$ cat src/rtl/decode_issue_unit.sv
// ---------------------------------------------------------------------------
// decode_issue_unit
//
// Buffered, scoreboarded instruction decoder. Fetched words land in a
// DEPTH-entry queue; the queue head is decoded combinationally and moved into
// an issue register once it is free of RAW/WAW hazards. The issue register
// holds the decoded instruction until the downstream stage handshakes it.
// A per-register busy scoreboard tracks writes that have issued but not yet
// retired. A HALT instruction makes the unit stop accepting and issuing
// until reset.
//
// Ports:
//   CLK, nRST              clock, asynchronous active-low reset
//   fetch_valid/ready      fetch handshake; fetch_ins/fetch_npc word and PC+4
//   iss_valid/ready        issue handshake
//   iss_*                  decoded control fields of the issued instruction
//   wb_valid, wb_sel       retiring register write (clears the busy bit)
//   flush                  discard queue and issue register
//   halted                 sticky halt flag
// ---------------------------------------------------------------------------
module decode_issue_unit #(
    parameter int DEPTH = 4,
    parameter int NREGS = 32,
    parameter int RBITS = 5
) (
    input  logic             CLK,
    input  logic             nRST,
    input  logic             fetch_valid,
    output logic             fetch_ready,
    input  logic [31:0]      fetch_ins,
    input  logic [31:0]      fetch_npc,
    output logic             iss_valid,
    input  logic             iss_ready,
    output logic [3:0]       iss_op,
    output logic [RBITS-1:0] iss_rsel1,
    output logic [RBITS-1:0] iss_rsel2,
    output logic [RBITS-1:0] iss_wsel,
    output logic             iss_WEN,
    output logic             iss_dREN,
    output logic             iss_dWEN,
    output logic             iss_datomic,
    output logic             iss_halt,
    output logic [1:0]       iss_pcSel,
    output logic [1:0]       iss_aluBSel,
    output logic [1:0]       iss_rfInSel,
    output logic             iss_brne,
    output logic             iss_illegal,
    output logic [15:0]      iss_imm16,
    output logic [25:0]      iss_immJ26,
    output logic [4:0]       iss_shamt,
    output logic [31:0]      iss_npc,
    input  logic             wb_valid,
    input  logic [RBITS-1:0] wb_sel,
    input  logic             flush,
    output logic             halted
);

    localparam int PW = $clog2(DEPTH);
    localparam int CW = PW + 1;

    typedef enum logic [3:0] {
        ALU_SLL  = 4'd0,
        ALU_SRL  = 4'd1,
        ALU_ADD  = 4'd2,
        ALU_SUB  = 4'd3,
        ALU_AND  = 4'd4,
        ALU_OR   = 4'd5,
        ALU_XOR  = 4'd6,
        ALU_NOR  = 4'd7,
        ALU_SLT  = 4'd8,
        ALU_SLTU = 4'd9
    } aluop_t;

    localparam logic [1:0] PC_NPC  = 2'd0, PC_BR  = 2'd1, PC_JR    = 2'd2, PC_JUMP = 2'd3;
    localparam logic [1:0] B_RDAT  = 2'd0, B_EXT  = 2'd1, B_SHAMT  = 2'd2;
    localparam logic [1:0] RF_ALU  = 2'd0, RF_NPC = 2'd1, RF_LUI   = 2'd2, RF_RAM  = 2'd3;

    localparam logic [5:0] OP_RTYPE = 6'h00, OP_J    = 6'h02, OP_JAL  = 6'h03;
    localparam logic [5:0] OP_BEQ   = 6'h04, OP_BNE  = 6'h05, OP_ADDI = 6'h08;
    localparam logic [5:0] OP_ADDIU = 6'h09, OP_SLTI = 6'h0A, OP_SLTIU = 6'h0B;
    localparam logic [5:0] OP_ANDI  = 6'h0C, OP_ORI  = 6'h0D, OP_XORI = 6'h0E;
    localparam logic [5:0] OP_LUI   = 6'h0F, OP_LW   = 6'h23, OP_SW   = 6'h2B;
    localparam logic [5:0] OP_LL    = 6'h30, OP_SC   = 6'h38, OP_HALT = 6'h3F;

    localparam logic [5:0] F_SLL = 6'h00, F_SRL  = 6'h02, F_JR   = 6'h08;
    localparam logic [5:0] F_ADD = 6'h20, F_ADDU = 6'h21, F_SUB  = 6'h22, F_SUBU = 6'h23;
    localparam logic [5:0] F_AND = 6'h24, F_OR   = 6'h25, F_XOR  = 6'h26, F_NOR  = 6'h27;
    localparam logic [5:0] F_SLT = 6'h2A, F_SLTU = 6'h2B;

    typedef struct packed {
        logic [3:0]       op;
        logic [RBITS-1:0] rsel1;
        logic [RBITS-1:0] rsel2;
        logic [RBITS-1:0] wsel;
        logic             wen;
        logic             dren;
        logic             dwen;
        logic             datomic;
        logic             halt;
        logic [1:0]       pcSel;
        logic [1:0]       aluBSel;
        logic [1:0]       rfInSel;
        logic             brne;
        logic             illegal;
        logic [15:0]      imm16;
        logic [25:0]      immJ26;
        logic [4:0]       shamt;
        logic [31:0]      npc;
    } decoded_t;

    logic [31:0]      r_qIns [DEPTH];
    logic [31:0]      r_qNpc [DEPTH];
    logic [PW-1:0]    r_rdPtr, r_wrPtr;
    logic [CW-1:0]    r_count;
    logic             r_issValid;
    decoded_t         r_iss;
    logic [NREGS-1:0] r_busy;
    logic             r_halted;

    logic [31:0]      w_head, w_headNpc;
    logic [5:0]       w_opcode, w_funct;
    logic [RBITS-1:0] w_rs, w_rt, w_rd;
    decoded_t         w_dec;
    logic             w_rsUsed, w_rtUsed;
    logic             w_full, w_push, w_load, w_hazard, w_sbSet;
    logic [NREGS-1:0] w_busyNext;

    assign w_head    = r_qIns[r_rdPtr];
    assign w_headNpc = r_qNpc[r_rdPtr];
    assign w_opcode  = w_head[31:26];
    assign w_funct   = w_head[5:0];
    assign w_rs      = RBITS'(w_head[25:21]);
    assign w_rt      = RBITS'(w_head[20:16]);
    assign w_rd      = RBITS'(w_head[15:11]);

    assign w_full      = (r_count == CW'(DEPTH));
    assign fetch_ready = !w_full && !r_halted;
    assign w_push      = fetch_valid && fetch_ready && !flush;

    // Decode the queue head. Everything starts at zero so unused fields never
    // float; the immediate slices and PC+4 are always passed through.
    always_comb begin
        w_dec        = '0;
        w_rsUsed     = 1'b0;
        w_rtUsed     = 1'b0;
        w_dec.imm16  = w_head[15:0];
        w_dec.immJ26 = w_head[25:0];
        w_dec.shamt  = w_head[10:6];
        w_dec.npc    = w_headNpc;
        case (w_opcode)
            OP_RTYPE: begin
                w_rsUsed      = 1'b1;
                w_rtUsed      = 1'b1;
                w_dec.rsel1   = w_rs;
                w_dec.rsel2   = w_rt;
                w_dec.wsel    = w_rd;
                w_dec.wen     = 1'b1;
                w_dec.aluBSel = B_RDAT;
                case (w_funct)
                    F_SLL:         begin w_dec.op = ALU_SLL; w_dec.aluBSel = B_SHAMT; end
                    F_SRL:         begin w_dec.op = ALU_SRL; w_dec.aluBSel = B_SHAMT; end
                    F_JR:          begin w_dec.wen = 1'b0; w_dec.wsel = '0; w_dec.pcSel = PC_JR; end
                    F_ADD, F_ADDU: w_dec.op = ALU_ADD;
                    F_SUB, F_SUBU: w_dec.op = ALU_SUB;
                    F_AND:         w_dec.op = ALU_AND;
                    F_OR:          w_dec.op = ALU_OR;
                    F_XOR:         w_dec.op = ALU_XOR;
                    F_NOR:         w_dec.op = ALU_NOR;
                    F_SLT:         w_dec.op = ALU_SLT;
                    F_SLTU:        w_dec.op = ALU_SLTU;
                    default: begin
                        w_dec.rsel1   = '0;
                        w_dec.rsel2   = '0;
                        w_dec.wsel    = '0;
                        w_dec.wen     = 1'b0;
                        w_dec.illegal = 1'b1;
                    end
                endcase
            end
            OP_J: w_dec.pcSel = PC_JUMP;
            OP_JAL: begin
                w_dec.pcSel   = PC_JUMP;
                w_dec.wsel    = RBITS'(31);
                w_dec.wen     = 1'b1;
                w_dec.rfInSel = RF_NPC;
            end
            OP_BEQ, OP_BNE: begin
                w_rsUsed      = 1'b1;
                w_rtUsed      = 1'b1;
                w_dec.rsel1   = w_rs;
                w_dec.rsel2   = w_rt;
                w_dec.pcSel   = PC_BR;
                w_dec.aluBSel = B_RDAT;
                w_dec.op      = ALU_SUB;
                w_dec.brne    = (w_opcode == OP_BNE);
            end
            OP_ADDI, OP_ADDIU, OP_SLTI, OP_SLTIU, OP_ANDI, OP_ORI, OP_XORI: begin
                w_rsUsed      = 1'b1;
                w_dec.rsel1   = w_rs;
                w_dec.wsel    = w_rt;
                w_dec.wen     = 1'b1;
                w_dec.aluBSel = B_EXT;
                case (w_opcode)
                    OP_SLTI:  w_dec.op = ALU_SLT;
                    OP_SLTIU: w_dec.op = ALU_SLTU;
                    OP_ANDI:  w_dec.op = ALU_AND;
                    OP_ORI:   w_dec.op = ALU_OR;
                    OP_XORI:  w_dec.op = ALU_XOR;
                    default:  w_dec.op = ALU_ADD;
                endcase
            end
            OP_LUI: begin
                w_dec.wsel    = w_rt;
                w_dec.wen     = 1'b1;
                w_dec.rfInSel = RF_LUI;
            end
            OP_LW, OP_LL: begin
                w_rsUsed      = 1'b1;
                w_dec.rsel1   = w_rs;
                w_dec.wsel    = w_rt;
                w_dec.wen     = 1'b1;
                w_dec.aluBSel = B_EXT;
                w_dec.op      = ALU_ADD;
                w_dec.dren    = 1'b1;
                w_dec.rfInSel = RF_RAM;
                w_dec.datomic = (w_opcode == OP_LL);
            end
            OP_SW, OP_SC: begin
                w_rsUsed      = 1'b1;
                w_rtUsed      = 1'b1;
                w_dec.rsel1   = w_rs;
                w_dec.rsel2   = w_rt;
                w_dec.aluBSel = B_EXT;
                w_dec.op      = ALU_ADD;
                w_dec.dwen    = 1'b1;
                // SC also writes its success flag back into rt.
                if (w_opcode == OP_SC) begin
                    w_dec.datomic = 1'b1;
                    w_dec.wen     = 1'b1;
                    w_dec.wsel    = w_rt;
                    w_dec.rfInSel = RF_RAM;
                end
            end
            OP_HALT: w_dec.halt = 1'b1;
            default: begin
                w_rsUsed      = 1'b1;
                w_dec.illegal = 1'b1;
            end
        endcase
    end

    // Hazard detection: sources and destination against both the retired-
    // pending scoreboard and the write still sitting in the issue register.
    always_comb begin
        w_hazard = 1'b0;
        if ((w_rsUsed && r_busy[w_rs]) || (w_rtUsed && r_busy[w_rt]) ||
            (w_dec.wen && (w_dec.wsel != '0) && r_busy[w_dec.wsel]))
            w_hazard = 1'b1;
        if (r_issValid && r_iss.wen &&
            ((w_rsUsed && (w_rs == r_iss.wsel)) || (w_rtUsed && (w_rt == r_iss.wsel)) ||
             (w_dec.wen && (w_dec.wsel != '0) && (w_dec.wsel == r_iss.wsel))))
            w_hazard = 1'b1;
    end

    assign w_load  = (r_count != '0) && !w_hazard && !r_halted && !flush &&
                     (!r_issValid || iss_ready);
    assign w_sbSet = r_issValid && iss_ready && r_iss.wen && (r_iss.wsel != '0);

    // Scoreboard next state: clear first so a same-cycle set wins; register 0
    // is forced idle.
    always_comb begin
        w_busyNext = r_busy;
        if (wb_valid)
            w_busyNext[wb_sel] = 1'b0;
        if (w_sbSet)
            w_busyNext[r_iss.wsel] = 1'b1;
        w_busyNext[0] = 1'b0;
    end

    // Queue storage needs no reset; only the pointers and count define
    // which entries are live.
    always_ff @(posedge CLK) begin
        if (w_push) begin
            r_qIns[r_wrPtr] <= fetch_ins;
            r_qNpc[r_wrPtr] <= fetch_npc;
        end
    end

    // Queue control, issue register, scoreboard and halt flag.
    always_ff @(posedge CLK or negedge nRST) begin
        if (!nRST) begin
            r_rdPtr    <= '0;
            r_wrPtr    <= '0;
            r_count    <= '0;
            r_issValid <= 1'b0;
            r_iss      <= '0;
            r_busy     <= '0;
            r_halted   <= 1'b0;
        end else begin
            r_busy <= w_busyNext;
            if (flush) begin
                r_rdPtr    <= '0;
                r_wrPtr    <= '0;
                r_count    <= '0;
                r_issValid <= 1'b0;
            end else begin
                if (w_push)
                    r_wrPtr <= r_wrPtr + PW'(1);
                if (w_load)
                    r_rdPtr <= r_rdPtr + PW'(1);
                r_count <= r_count + CW'(w_push) - CW'(w_load);
                if (w_load) begin
                    r_issValid <= 1'b1;
                    r_iss      <= w_dec;
                    if (w_dec.halt)
                        r_halted <= 1'b1;
                end else if (iss_ready) begin
                    r_issValid <= 1'b0;
                end
            end
        end
    end

    assign iss_valid   = r_issValid;
    assign iss_op      = r_iss.op;
    assign iss_rsel1   = r_iss.rsel1;
    assign iss_rsel2   = r_iss.rsel2;
    assign iss_wsel    = r_iss.wsel;
    assign iss_WEN     = r_iss.wen;
    assign iss_dREN    = r_iss.dren;
    assign iss_dWEN    = r_iss.dwen;
    assign iss_datomic = r_iss.datomic;
    assign iss_halt    = r_iss.halt;
    assign iss_pcSel   = r_iss.pcSel;
    assign iss_aluBSel = r_iss.aluBSel;
    assign iss_rfInSel = r_iss.rfInSel;
    assign iss_brne    = r_iss.brne;
    assign iss_illegal = r_iss.illegal;
    assign iss_imm16   = r_iss.imm16;
    assign iss_immJ26  = r_iss.immJ26;
    assign iss_shamt   = r_iss.shamt;
    assign iss_npc     = r_iss.npc;
    assign halted      = r_halted;

endmodule

$ cat config.mk
export PLATFORM = sky130hd
export DESIGN_NAME = decode_issue_unit
export DESIGN_NICKNAME = d
export VERILOG_FILES = /design/src/rtl/decode_issue_unit.sv
export SDC_FILE = /design/constraint.sdc
export NUM_CORES = 1
export LEC_CHECK = 0
export CORE_ASPECT_RATIO = 1.1
export CORE_MARGIN = 1.5
export CORE_UTILIZATION = 45
export DETAILED_ROUTE_END_ITERATION = 10
export PLACE_DENSITY = 0.66
export SYNTH_ARGS = -nofsm -noshare
export SYNTH_HDL_FRONTEND = slang
export SYNTH_SLANG_ARGS = --single-unit
$ cat constraint.sdc
create_clock -name CLK -period 11.7 [get_ports CLK]
set_input_delay 2.34 -clock CLK [delete_from_list [all_inputs] [get_ports CLK]]
set_output_delay 2.34 -clock CLK [all_outputs]
set_load 0.01 [all_outputs]
# Word level (Yosys, flattened, before mapping)
# Memories as Yosys holds them, arrays and structs flattened. A register that Yosys moved wholly into a read port is not among the register bits.
# Index checks and enable logic that the tools add are counted.
[op_classes]
addsub = 4
order_cmp = 7
eq_ne = 33
muxes = 48
bitwise = 4
n_reduce_logical = 59
[ops]
columns = ["cell", "n"]
rows = [
  ["6-bit equality test (second input constant)", 15],
  ["32-bit 2-to-1 mux", 2],
  ["6-bit by 4-bit equality test with 1-bit output (second input constant)", 9],
  ["4-bit one-hot mux with 9 select lines", 1],
  ["9-bit one-hot mux with 4 select lines", 1],
  ["32-bit AND", 1],
  ["32-bit NOT", 1],
  ["32-bit bitwise OR", 1],
  ["5-bit by 6-bit less-than comparator with 1-bit output (second input constant)", 5],
  ["6-bit one-hot mux with 4 select lines", 1],
  ["1-bit logical AND", 21],
  ["1-bit 2-to-1 mux", 20],
  ["4-bit one-hot mux with 5 select lines", 1],
  ["6-bit by 2-bit equality test with 1-bit output (second input constant)", 3],
  ["17-bit OR reduction", 1],
  ["1-bit binary-select mux with 5-bit select", 3],
  ["5-bit equality test", 3],
  ["2-bit 2-to-1 mux", 7],
  ["2-bit OR reduction", 7],
  ["13-bit OR reduction", 1],
  ["6-bit by 3-bit equality test with 1-bit output (second input constant)", 2],
  ["6-bit zero test", 2],
  ["6-bit 2-to-1 mux", 2],
  ["12-bit OR reduction", 1],
  ["other kinds (26)", 44],
]
[word_totals]
regBits = 119
mem_bits_rw = 256
inputBits = 75
out_inout_bits = 114
memories = 2
[mem_list]
columns = ["name", "depth", "width", "read_ports", "rd_clocked_by_memory_dff", "wr", "line_no", "text"]
rows = [
  ["r_qIns", 4, 32, 1, 0, 1, "111", "logic [31:0] r_qIns [DEPTH];"],
  ["r_qNpc", 4, 32, 1, 1, 1, "112", "logic [31:0] r_qNpc [DEPTH];"],
]

# Depth between registers and ports, before layout
# Gate-level depths: netlist of the first run.
# An unclocked memory read counts as a cell.
[depth]
ltp_word = 18
mapped_depth = 24
ltp_nobuf = 17

# Least setup slack after synthesis of the first run
# OpenSTA, ideal clock, no wires.
[synth_path]
kind = "flip-flop to flip-flop"
from = "register r_rdPtr[0]"
to = "register r_count[2]"
setup_time_ns = 0.131
t_arrival_ns = 4.782
t_required_ns = 11.569
slack_ns = 6.787
path_stages_with_launch = 23
path_buffers = 5
synth_period_minus_slack_ns = 4.913
path_cell_list = "dfrtp_1 -> buf_6 -> buf_6 -> mux4_2 -> or3b_4 -> o221ai_4 -> nand2_1 -> and3_1 -> buf_6 -> a211o_1 -> a41o_1 -> or4_4 -> o21ai_2 -> and2b_2 -> buf_12 -> buf_12 -> ha_1 -> inv_1 -> ha_1 -> inv_1 -> fa_1 -> xnor2_1 -> nor2_1"
[synth_via]
elab_chain_cells = 18
word_cells_on_any_way = 72
classes_between = "add/sub: 1; eq/ne: 31; mux: 14; reduce/logical: 25; memory: 1"
[synth_rtl]
columns = ["item", "line_no", "text"]
rows = [
  ["start: declaration", "113", "logic [PW-1:0] r_rdPtr, r_wrPtr;"],
  ["start signal: assignment", "310", "r_rdPtr <= r_rdPtr + PW'(1);"],
  ["memory 4 x 32 bit *", "--", ""],
  ["6-bit equality test (tied with other cells)", "159", "case (w_funct)"],
  ["12-bit OR reduction (no source line)", "--", ""],
  ["6-bit 2-to-1 mux", "159", ""],
  ["6-bit one-hot mux with 4 select lines", "150", "case (w_opcode)"],
  ["1-bit binary-select mux with 5-bit select or 5-bit nonzero test (tied branches)", "257, 261", ""],
  ["1-bit 2-to-1 mux (implied by the code) or 1-bit logical AND (tied branches)", "257, 261", ""],
  ["1-bit logical AND (on tied branches)", "257, 261", ""],
  ["1-bit logical OR (on tied branches)", "256, 260", ""],
  ["1-bit 2-to-1 mux or 1-bit logical AND (tied branches)", "256, 259", ""],
  ["1-bit 2-to-1 mux *", "259", "if (r_issValid && r_iss.wen &&"],
  ["1-bit zero test *", "265", "assign w_load = (r_count != '0) && !w_hazard && !r_halted && !flush &&"],
  ["1-bit logical AND * (4 in series)", "265", ""],
  ["3-bit by 1-bit subtractor with 3-bit output *", "311", "r_count <= r_count + CW'(w_push) - CW'(w_load);"],
  ["3-bit 2-to-1 mux *", "301", "if (flush) begin"],
  ["end signal: assignment", "311", ""],
  ["end: declaration", "114", "logic [CW-1:0] r_count;"],
]
# Every way passes the cells marked *; elsewhere a longest branch is shown, timed or not. The select of a mux whose other input is x is not followed.
# A chain may end at the register's enable or synchronous reset.

# Worst setup path after layout of the first run
[layout_path]
from = "register r_rdPtr[1]"
to = "register r_iss, in the netlist iss_imm16[5]"
[layout_via]
elab_chain_cells = 17
word_cells_on_any_way = 71
classes_between = "eq/ne: 31; mux: 13; reduce/logical: 26; memory: 1"
[layout_rtl]
columns = ["item", "line_no", "text"]
rows = [
  ["memory 4 x 32 bit *", "--", ""],
  ["6-bit equality test (tied with other cells)", "159", ""],
  ["12-bit OR reduction (no source line)", "--", ""],
  ["6-bit 2-to-1 mux", "159", ""],
  ["6-bit one-hot mux with 4 select lines", "150", ""],
  ["1-bit binary-select mux with 5-bit select or 5-bit nonzero test (tied branches)", "257, 261", ""],
  ["1-bit 2-to-1 mux (implied by the code) or 1-bit logical AND (tied branches)", "257, 261", ""],
  ["1-bit logical AND (on tied branches)", "257, 261", ""],
  ["1-bit logical OR (on tied branches)", "256, 260", ""],
  ["1-bit 2-to-1 mux or 1-bit logical AND (tied branches)", "256, 259", ""],
  ["1-bit 2-to-1 mux", "259", ""],
  ["1-bit zero test", "265", ""],
  ["1-bit logical AND (4 in series)", "265", ""],
  ["2-bit AND reduction (no source line)", "--", ""],
  ["end signal: assignment", "314", "r_iss <= w_dec;"],
  ["end: declaration", "116", "decoded_t r_iss;"],
]
# Marked as above.

==> results summary, run 1 <==
The flow ran to the end, and the final reports show no timing, DRC or antenna violations. The number of nets produced by synthesis is 1058. The startpoint identified for the worst register-to-register timing path is r_rdPtr[1]. The share of synthesized area in the top cell type comes to 0.4687. The type of the setup path with the least slack is flip-flop to flip-flop. The cell chosen for the clock root is sky130_fd_sc_hd__clkbuf_16.

The area of the die came out at 0.03760 mm2. The number of violations of the max-capacitance limit is 0. The wire length of the first global-routing pass came out at 57400 um.

After detailed routing, the met3 layer carries 2517 um of wire. The internal reg-to-reg setup slack came out at 5510 ps. The highest attainable clock frequency came out at 0.1617 GHz. After the last flow step, the layout net total stands at 1224.

In this run the critical register-to-register path is captured at iss_imm16[5]. The placed cell area came out at 0.01846 mm2. The pin slew with the least headroom to its limit is 1046 ps. The distinct cell type count after synthesis came out at 68. The highest metal layer carrying signal wires in the routed design is met4. The layout has 2940 filler cells.

The area of the placeable core came out at 0.03599 mm2. For this configuration, the core starts out at a cell density of 0.4557. The final weighted congestion in routability-driven placement is 0.8838. STA classifies the critical path startpoint as a flip-flop. Dividing total power by cell area gives a power density of 248.2 mW/mm2.

By area the synthesized netlist is led by sky130_fd_sc_hd__edfxtp_1 (47%), sky130_fd_sc_hd__dfrtp_1 (20%), sky130_fd_sc_hd__mux4_2 (11%). The largest voltage drop on the vdd net is 0.0001688 V. The total via count after detailed routing came out at 9259.

The total half-perimeter wirelength after legalization and detailed placement came out at 23440 um. The combined global-route utilization of all metal layers came out at 0.2049. Gates resized during post-CTS repair numbered 0. Setup repair after global routing left no endpoint under its margin.

In the final routing, the length of wire on met1 measures 15370 um. The per-instance average area after synthesis came out at 16.80 um2. The worst path in the final design needs a cycle of 6185 ps, including I/O delays and setup. The cell depth of the worst flop-to-flop path is 11. The number of endpoints failing setup at the final stage came out at 0. The number of detailed-route iterations in the first pass is 5. With fillers left out, the area of the finished cells amounts to 0.01981 mm2. The count of nets left with antenna violations after detail routing is 0.

The startpoint identified for the worst hold timing path is iss_rfInSel[1]. TritonCTS built the clock tree. In the finished design, the share of the clock period the worst path needs comes to 0.5286. The average wire per cell in the routed design came out at 22.48 um. The synthesized netlist occupies a cell area of 0.01640 mm2. The share of synthesized area occupied by flip-flops and latches is 0.6671. The largest net degree at the start of global routing came out at 83. The total count of hold-check failures in the final report came to 0. Among all flip-flop cells after synthesis, the most frequent one is sky130_fd_sc_hd__edfxtp_1. The number of H-tree levels is 2. The setup total negative slack came out at 0 ps. The share of post-route cells with drive strength above 1 is 0.1540. The maximum fanout along the worst path came out at 68. For this design, the sink count on the clock tree is 386. The buffer count from post-CTS setup fixing came out at 0. The number of buffers added by the clock tree synthesis step is 41. The number of DRC markers in iteration 0 is 552. Relative to the synthesized area, the layout overhead comes to 20.77%.

The number of max-slew violations in the final report came out at 0. Counting flops with a built-in enable in the synthesized netlist gives 256. The number of rows in the core area came out at 73. The wire length on met2 came out at 18460 um. For this design the top-level I/O count stands at 189. The clock skew after layout is 23.92 ps. The library cell with the largest summed area after synthesis is sky130_fd_sc_hd__edfxtp_1. The detailed-route DRC error count is 0. The count of state elements after synthesis came out at 386. The clock edge transition at the registers on the reported setup and hold paths is 60 ps.

The global-route congestion overflow total came out at 0. The vias per cell is 5.568. The total length of routed wires is 37380 um.

The data required time at the worst endpoint came out at 12120 ps. The height of the chip is 203.2 um. The clock latency on the worst-skew pair is 550 ps. The worst setup path is captured at a flip-flop. Input and output buffers added on the ports amount to 188. The via count of the first global-routing pass is 9467. Headroom to the max-slew limit came out at 0.3024. The number of antenna violations at the first check in global routing came out at 1.

In this run the worst hold path is classified as flip-flop to flip-flop. The number of warnings reported in the yosys synthesis log is 0. The critical path ends at iss_imm16[5].

The leakage component of the power came out at 6.999 nW. From left edge to right edge, the die measures 185.0 um. In the synthesized netlist, the number of instances is 976. The total of hold buffers inserted after clock tree synthesis came out at 0. In this run the worst setup path begins at r_rdPtr[1]. For the worst setup path, the data arrival time is 6600 ps. In the synthesized netlist the async set-or-reset flop fraction comes to 0.3368. The longest clock path from root to sink contains 3 buffers.
[report_power, final]
group	switching, mW	total (mW)	internal (mW)
logic	0.830	1.72	0.886
registers	0.225	1.92	1.70
clock network	0.528	1.28	0.751
[cell usage after synthesis (5+ instances only)]
master                       n
sky130_fd_sc_hd__edfxtp_1  256
sky130_fd_sc_hd__dfrtp_1   130
sky130_fd_sc_hd__mux4_2     77
sky130_fd_sc_hd__o21ai_0    76
sky130_fd_sc_hd__mux2_1     71
sky130_fd_sc_hd__nand2_1    38
sky130_fd_sc_hd__clkbuf_1   25
sky130_fd_sc_hd__buf_4      23
sky130_fd_sc_hd__mux2i_1    22
sky130_fd_sc_hd__nor2_1     19
sky130_fd_sc_hd__mux2_2     17
sky130_fd_sc_hd__nor3_1     16
sky130_fd_sc_hd__inv_1      15
sky130_fd_sc_hd__a21oi_1    14
sky130_fd_sc_hd__nand3_1    14
sky130_fd_sc_hd__xnor2_1    12
sky130_fd_sc_hd__nand3b_1   11
sky130_fd_sc_hd__nor2b_1    10
sky130_fd_sc_hd__and2_1      9
sky130_fd_sc_hd__nand2b_1    8
sky130_fd_sc_hd__or3_1       8
sky130_fd_sc_hd__a211oi_1    7
sky130_fd_sc_hd__buf_8       7
sky130_fd_sc_hd__buf_2       6
sky130_fd_sc_hd__ha_1        6
sky130_fd_sc_hd__xor2_1      6
sky130_fd_sc_hd__and3_1      5
sky130_fd_sc_hd__nand4_1     5
[critical path, cell delays in order (launching register included)]
cell and delay (ps):
sky130_fd_sc_hd__dfrtp_4 1090, sky130_fd_sc_hd__mux4_2 560, sky130_fd_sc_hd__or3_1 500, sky130_fd_sc_hd__or3_1 480
sky130_fd_sc_hd__and3_1 390, sky130_fd_sc_hd__a211o_1 340, sky130_fd_sc_hd__a41o_1 240, sky130_fd_sc_hd__or4_4 540
sky130_fd_sc_hd__o21ai_2 90, sky130_fd_sc_hd__and2b_4 460, sky130_fd_sc_hd__buf_4 850, sky130_fd_sc_hd__mux2_2 420
[area by class of cell]
type | instances | area [um2] | area share
diodes | 1 | 2.502 | 0.0001263
well taps | 487 | 609.3 | 0.03076
clock buffers | 60 | 1179 | 0.05950
multi-input cells | 505 | 4925 | 0.2486
clock inverters | 16 | 167.7 | 0.008464
repair buffers | 193 | 1921 | 0.09696
inverters | 15 | 56.30 | 0.002843
flip-flops and latches | 386 | 10950 | 0.5527
[routing by layer]
metal,vias to the layer above,global-route usage
met5,-,0
met2,304,0.3355
met4,0,0.06359
li1,4118,-
met1,4772,0.2703
met3,65,0.05036
[stage by stage]
stage / util / setup WS (ps) / cells / hold WS [ps] / power [mW]
6_report: 0.5504 / 5515 / 1663 / 484.2 / 4.916
5_1_grt: 0.5503 / 5164 / 1662 / 501.2 / 5.167
4_1_cts: 0.5503 / 5454 / 1662 / 489.1 / 4.971
3_5_place_dp: 0.5129 / 5478 / 1586 / 476.0 / 3.681
3_3_place_gp: 0.5129 / 5506 / 1586 / 469.3 / 3.667
2_1_floorplan: - / 6787 / 976 / 499.4 / 3.072
[registers in the layout, indices dropped and copies added (netlist names), 3 cells and up]
register / flops
iss_wsel: 5
iss_npc: 32
r_count: 3
iss_rsel1: 5
iss_immJ26: 11
r_qIns: 128
iss_op: 4
iss_rsel2: 5
r_qNpc: 128
r_busy: 31
iss_imm16: 15
[worst min path at each step]
stage,end,slack (ps),cells after the start
2_1_floorplan,r_busy[16],500,2
3_3_place_gp,iss_immJ26[25],470,1
3_5_place_dp,iss_brne,480,1
4_1_cts,iss_brne,490,1
5_1_grt,iss_npc[11],500,1
6_report,iss_rfInSel[1],480,1
[placed cells by master, fill, tap and decap left out, drive strengths merged, types with 10 or more instances in the layout]
master / count
edfxtp: 256
clkdlybuf4s50: 187
dfrtp: 130
mux2: 88
mux4: 77
o21ai: 77
clkbuf: 60
nand2: 38
mux2i: 22
nor2: 19
inv: 17
nor3: 16
nand3: 14
a21oi: 14
xnor2: 12
nand3b: 12
nor2b: 10
and2: 10
clkinv: 10
[kinds of logic after synthesis]
group	count (synthesis)	share of synthesized area
multiplexers	187	0.1796
AND/OR/NAND/NOR	158	0.05348
buffers and inverters	85	0.03334
AO/OA/AOI/OAI	135	0.05111
flip-flops	386	0.6671
XOR/XNOR	18	0.009612
adder cells (fa/ha/maj)	7	0.005798
(Power assumes the default switching activity.)
==> run 2, diff against run 1 <==
Clock period 11.7 ns to 5.8 ns, I/O delays scaled along.
==> results summary, run 2 (synthesis gave the netlist of run 1 again) <==
The area of the die is 0.03760 mm2 (unchanged). The clock period minus final worst setup slack is 5155 ps (-1030 ps). The number of rows in the core area came out at 73 (unchanged). The clock latency on the worst-skew pair came out at 530 ps (-20 ps). The slowest stage of the critical path is the sky130_fd_sc_hd__mux4_2 cell. The final weighted congestion in routability-driven placement is 0.8863 (+0.28%). The data required time at the worst endpoint is 6200 ps (-5920 ps). The area added between synthesis and finish was 20.87% (about the same).

The detailed-route DRC error count came out at 0 (unchanged). The setup total negative slack is 0 ps (unchanged). The total via count after detailed routing is 9296 (+0.40%). The total of hold buffers inserted after clock tree synthesis came out at 0 (unchanged). The height of the chip is 203.2 um (unchanged).

The maximum fanout along the worst path is 14 (-79%). The largest net degree at the start of global routing came out at 92 (+11%). The buffer count from post-CTS setup fixing came out at 0 (unchanged). The wire length of the first global-routing pass came out at 57330 um (-0.13%). The worst-case clock buffer depth is 3 (unchanged). The combined global-route utilization of all metal layers is 0.2042 (-0.0006162). Leaving out fill and tap cells, the most frequent cells in the layout are sky130_fd_sc_hd__edfxtp_1 (256), sky130_fd_sc_hd__clkdlybuf4s50_1 (187), sky130_fd_sc_hd__dfrtp_1 (128), sky130_fd_sc_hd__mux4_2 (77), sky130_fd_sc_hd__o21ai_0 (76).

The part of the cycle the worst path needs is 0.8887 (+0.3601). In this run the worst hold path is classified as flip-flop to flip-flop. The filler cell count in the final layout is 2924 (-0.54%). The worst slew slack as a fraction of its limit came out at 0.2137 (-0.08875). The number of endpoints failing setup at the final stage was 0 (unchanged). The critical path goes through mux4_2 > or3b_4 > o221ai_4 > and2_1 > or3_1 > or3_1 > a41o_1 > or4_4 > o21ai_2 > and2b_4 > ha_1 > inv_1 > ha_1 > inv_1 > fa_1 > xnor2_1 > nor2_1. The power density normalized to cell area came out at 498.7 mW/mm2 (+100%).

The critical path data arrival time came out at 5560 ps (-1040 ps). The share of post-route cells with drive strength above 1 is 0.1595 (+0.005415). The largest voltage drop on the vdd net was 0.0002811 V (+67%). The total length of routed wires came out at 37510 um (+0.36%). The count of instances resized after the clock tree is built is 0 (unchanged). The clock tree from TritonCTS is yes. The effective utilization at floorplan came out at 0.4557 (unchanged). The clock edge transition at the registers on the reported setup and hold paths is 60 ps (about the same). The width of the die came out at 185.0 um (unchanged). The number of antenna violations at the first check in global routing came to 3 (+2). The total half-perimeter wirelength after legalization and detailed placement is 24010 um (+2.4%). The vias per cell is 5.573 (about the same). The number of violations of the max-capacitance limit is 0 (unchanged). The worst setup path is captured at a flip-flop. The total power after layout came out at 9.887 mW (+100%).

The utilization after layout is 0.5509 (about the same). The run finished with clean final reports. The count of nets left with antenna violations after detail routing came out at 0 (unchanged). The number of detailed-route iterations in the first pass is 5 (unchanged).

The highest cell delay on the worst timing path is 670 ps (-420 ps). The number of max-slew violations in the final report is 0 (unchanged). The final net count is 1231 (+0.57%). The setup path with the least slack is of type flip-flop to flip-flop. The average wire per cell in the routed design is 22.49 um (about the same). STA classifies the critical path startpoint as a flip-flop. The TritonCTS sink count was 386 (unchanged).

Setup repair after global routing left no endpoint under its margin. Clock tree synthesis selected as its root buffer the cell sky130_fd_sc_hd__clkbuf_16. The count of input and output buffers came out at 188 (unchanged). The number of H-tree levels came out at 2 (unchanged). The via count of the first global-routing pass is 9623 (+1.6%). The count of placed standard cells in the final layout, fillers left out came to 1668 (+0.30%). The area of the placeable core was 0.03599 mm2 (unchanged).

The number of DRC markers in iteration 0 is 537 (-2.7%). The I/O pin total is 189 (unchanged). The highest attainable clock frequency is 0.1940 GHz (+20%). The global-route congestion overflow total came out at 0 (unchanged). The number of buffers added by the clock tree synthesis step came to 40 (-2.4%). The leakage component of the power is 7.014 nW (+0.21%). The cell count after placement is 1594 (+0.50%). The cell family with the largest share of critical-path delay is simple AND/OR/NAND/NOR gates. The number of buffers and inverters on the critical path came out at 2 (+1). The pin slew with the least headroom to its limit came out at 1167 ps (+120.8 ps).

Leaving out fill and tap cells, the most frequent cell in the layout is sky130_fd_sc_hd__edfxtp_1. The total count of hold-check failures in the final report came out at 0 (unchanged). The clock skew after layout came to 18.37 ps (-5.545 ps).
[run 2: cell types whose count changed in the layout (fill, tap and decap cells not counted), sizes merged]
cell	delta
diode	+1
clkinv	-2
bufinv	-1
clkinvlp	+1
clkbuf	-2
buf	+8
[run 2: per-layer routing]
metal / vias up / GRT usage / routed length (um)
li1: 4136 / - / -
met1: 4774 / 0.2628 / 15340
met2: 311 / 0.3409 / 18730
met3: 73 / 0.04268 / 2289
met4: 2 / 0.07753 / 1140
met5: - / 0 / 13
[run 2: where the power goes]
part / internal [mW] / switching [mW] / total, mW / leakage (nW)
clock network: 1.46 / 1.03 / 2.49 / 0.626
logic: 1.82 / 1.81 / 3.63 / 2.41
registers: 3.43 / 0.341 / 3.77 / 3.98
[run 2: final cells by class]
cell class,instances,area (um2),area share
inverters,15,56.30,0.002840
diodes,2,5.005,0.0002525
clock inverters,14,106.4,0.005365
clock buffers,58,1181,0.05958
well taps,487,609.3,0.03074
multi-input cells,505,4925,0.2484
repair buffers,201,1993,0.1005
flip-flops and latches,386,10950,0.5523
[run 2: path summary, 6_finish.rpt]
| path | from | end | slack [ps] | depth (start not counted) |
|---|---|---|---|---|
| worst max register to register | r_rdPtr[0] | r_count[2] | 650 | 17 |
| worst min register to register | iss_halt | iss_halt | 480 | 1 |
| min in group asynchronous | nRST | iss_op[2] | 730 | 1 |
| max in group asynchronous | nRST | iss_npc[12] | 3870 | 2 |
| worst min-delay path | iss_halt | iss_halt | 480 | 1 |
| worst max-delay path | r_rdPtr[0] | r_count[2] | 650 | 17 |
[run 2: metrics by stage]
stage / setup WS (ps) / cell area, um2 / hold WS, ps
3_5_place_dp: 677.8 / 18530 / 474.5
2_1_floorplan: 887.1 / 16400 / 499.4
3_3_place_gp: 724.2 / 18530 / 468.5
4_1_cts: 648.2 / 19820 / 487.4
6_report: 645.4 / 19820 / 482.3
5_1_grt: 355.1 / 19820 / 500.1
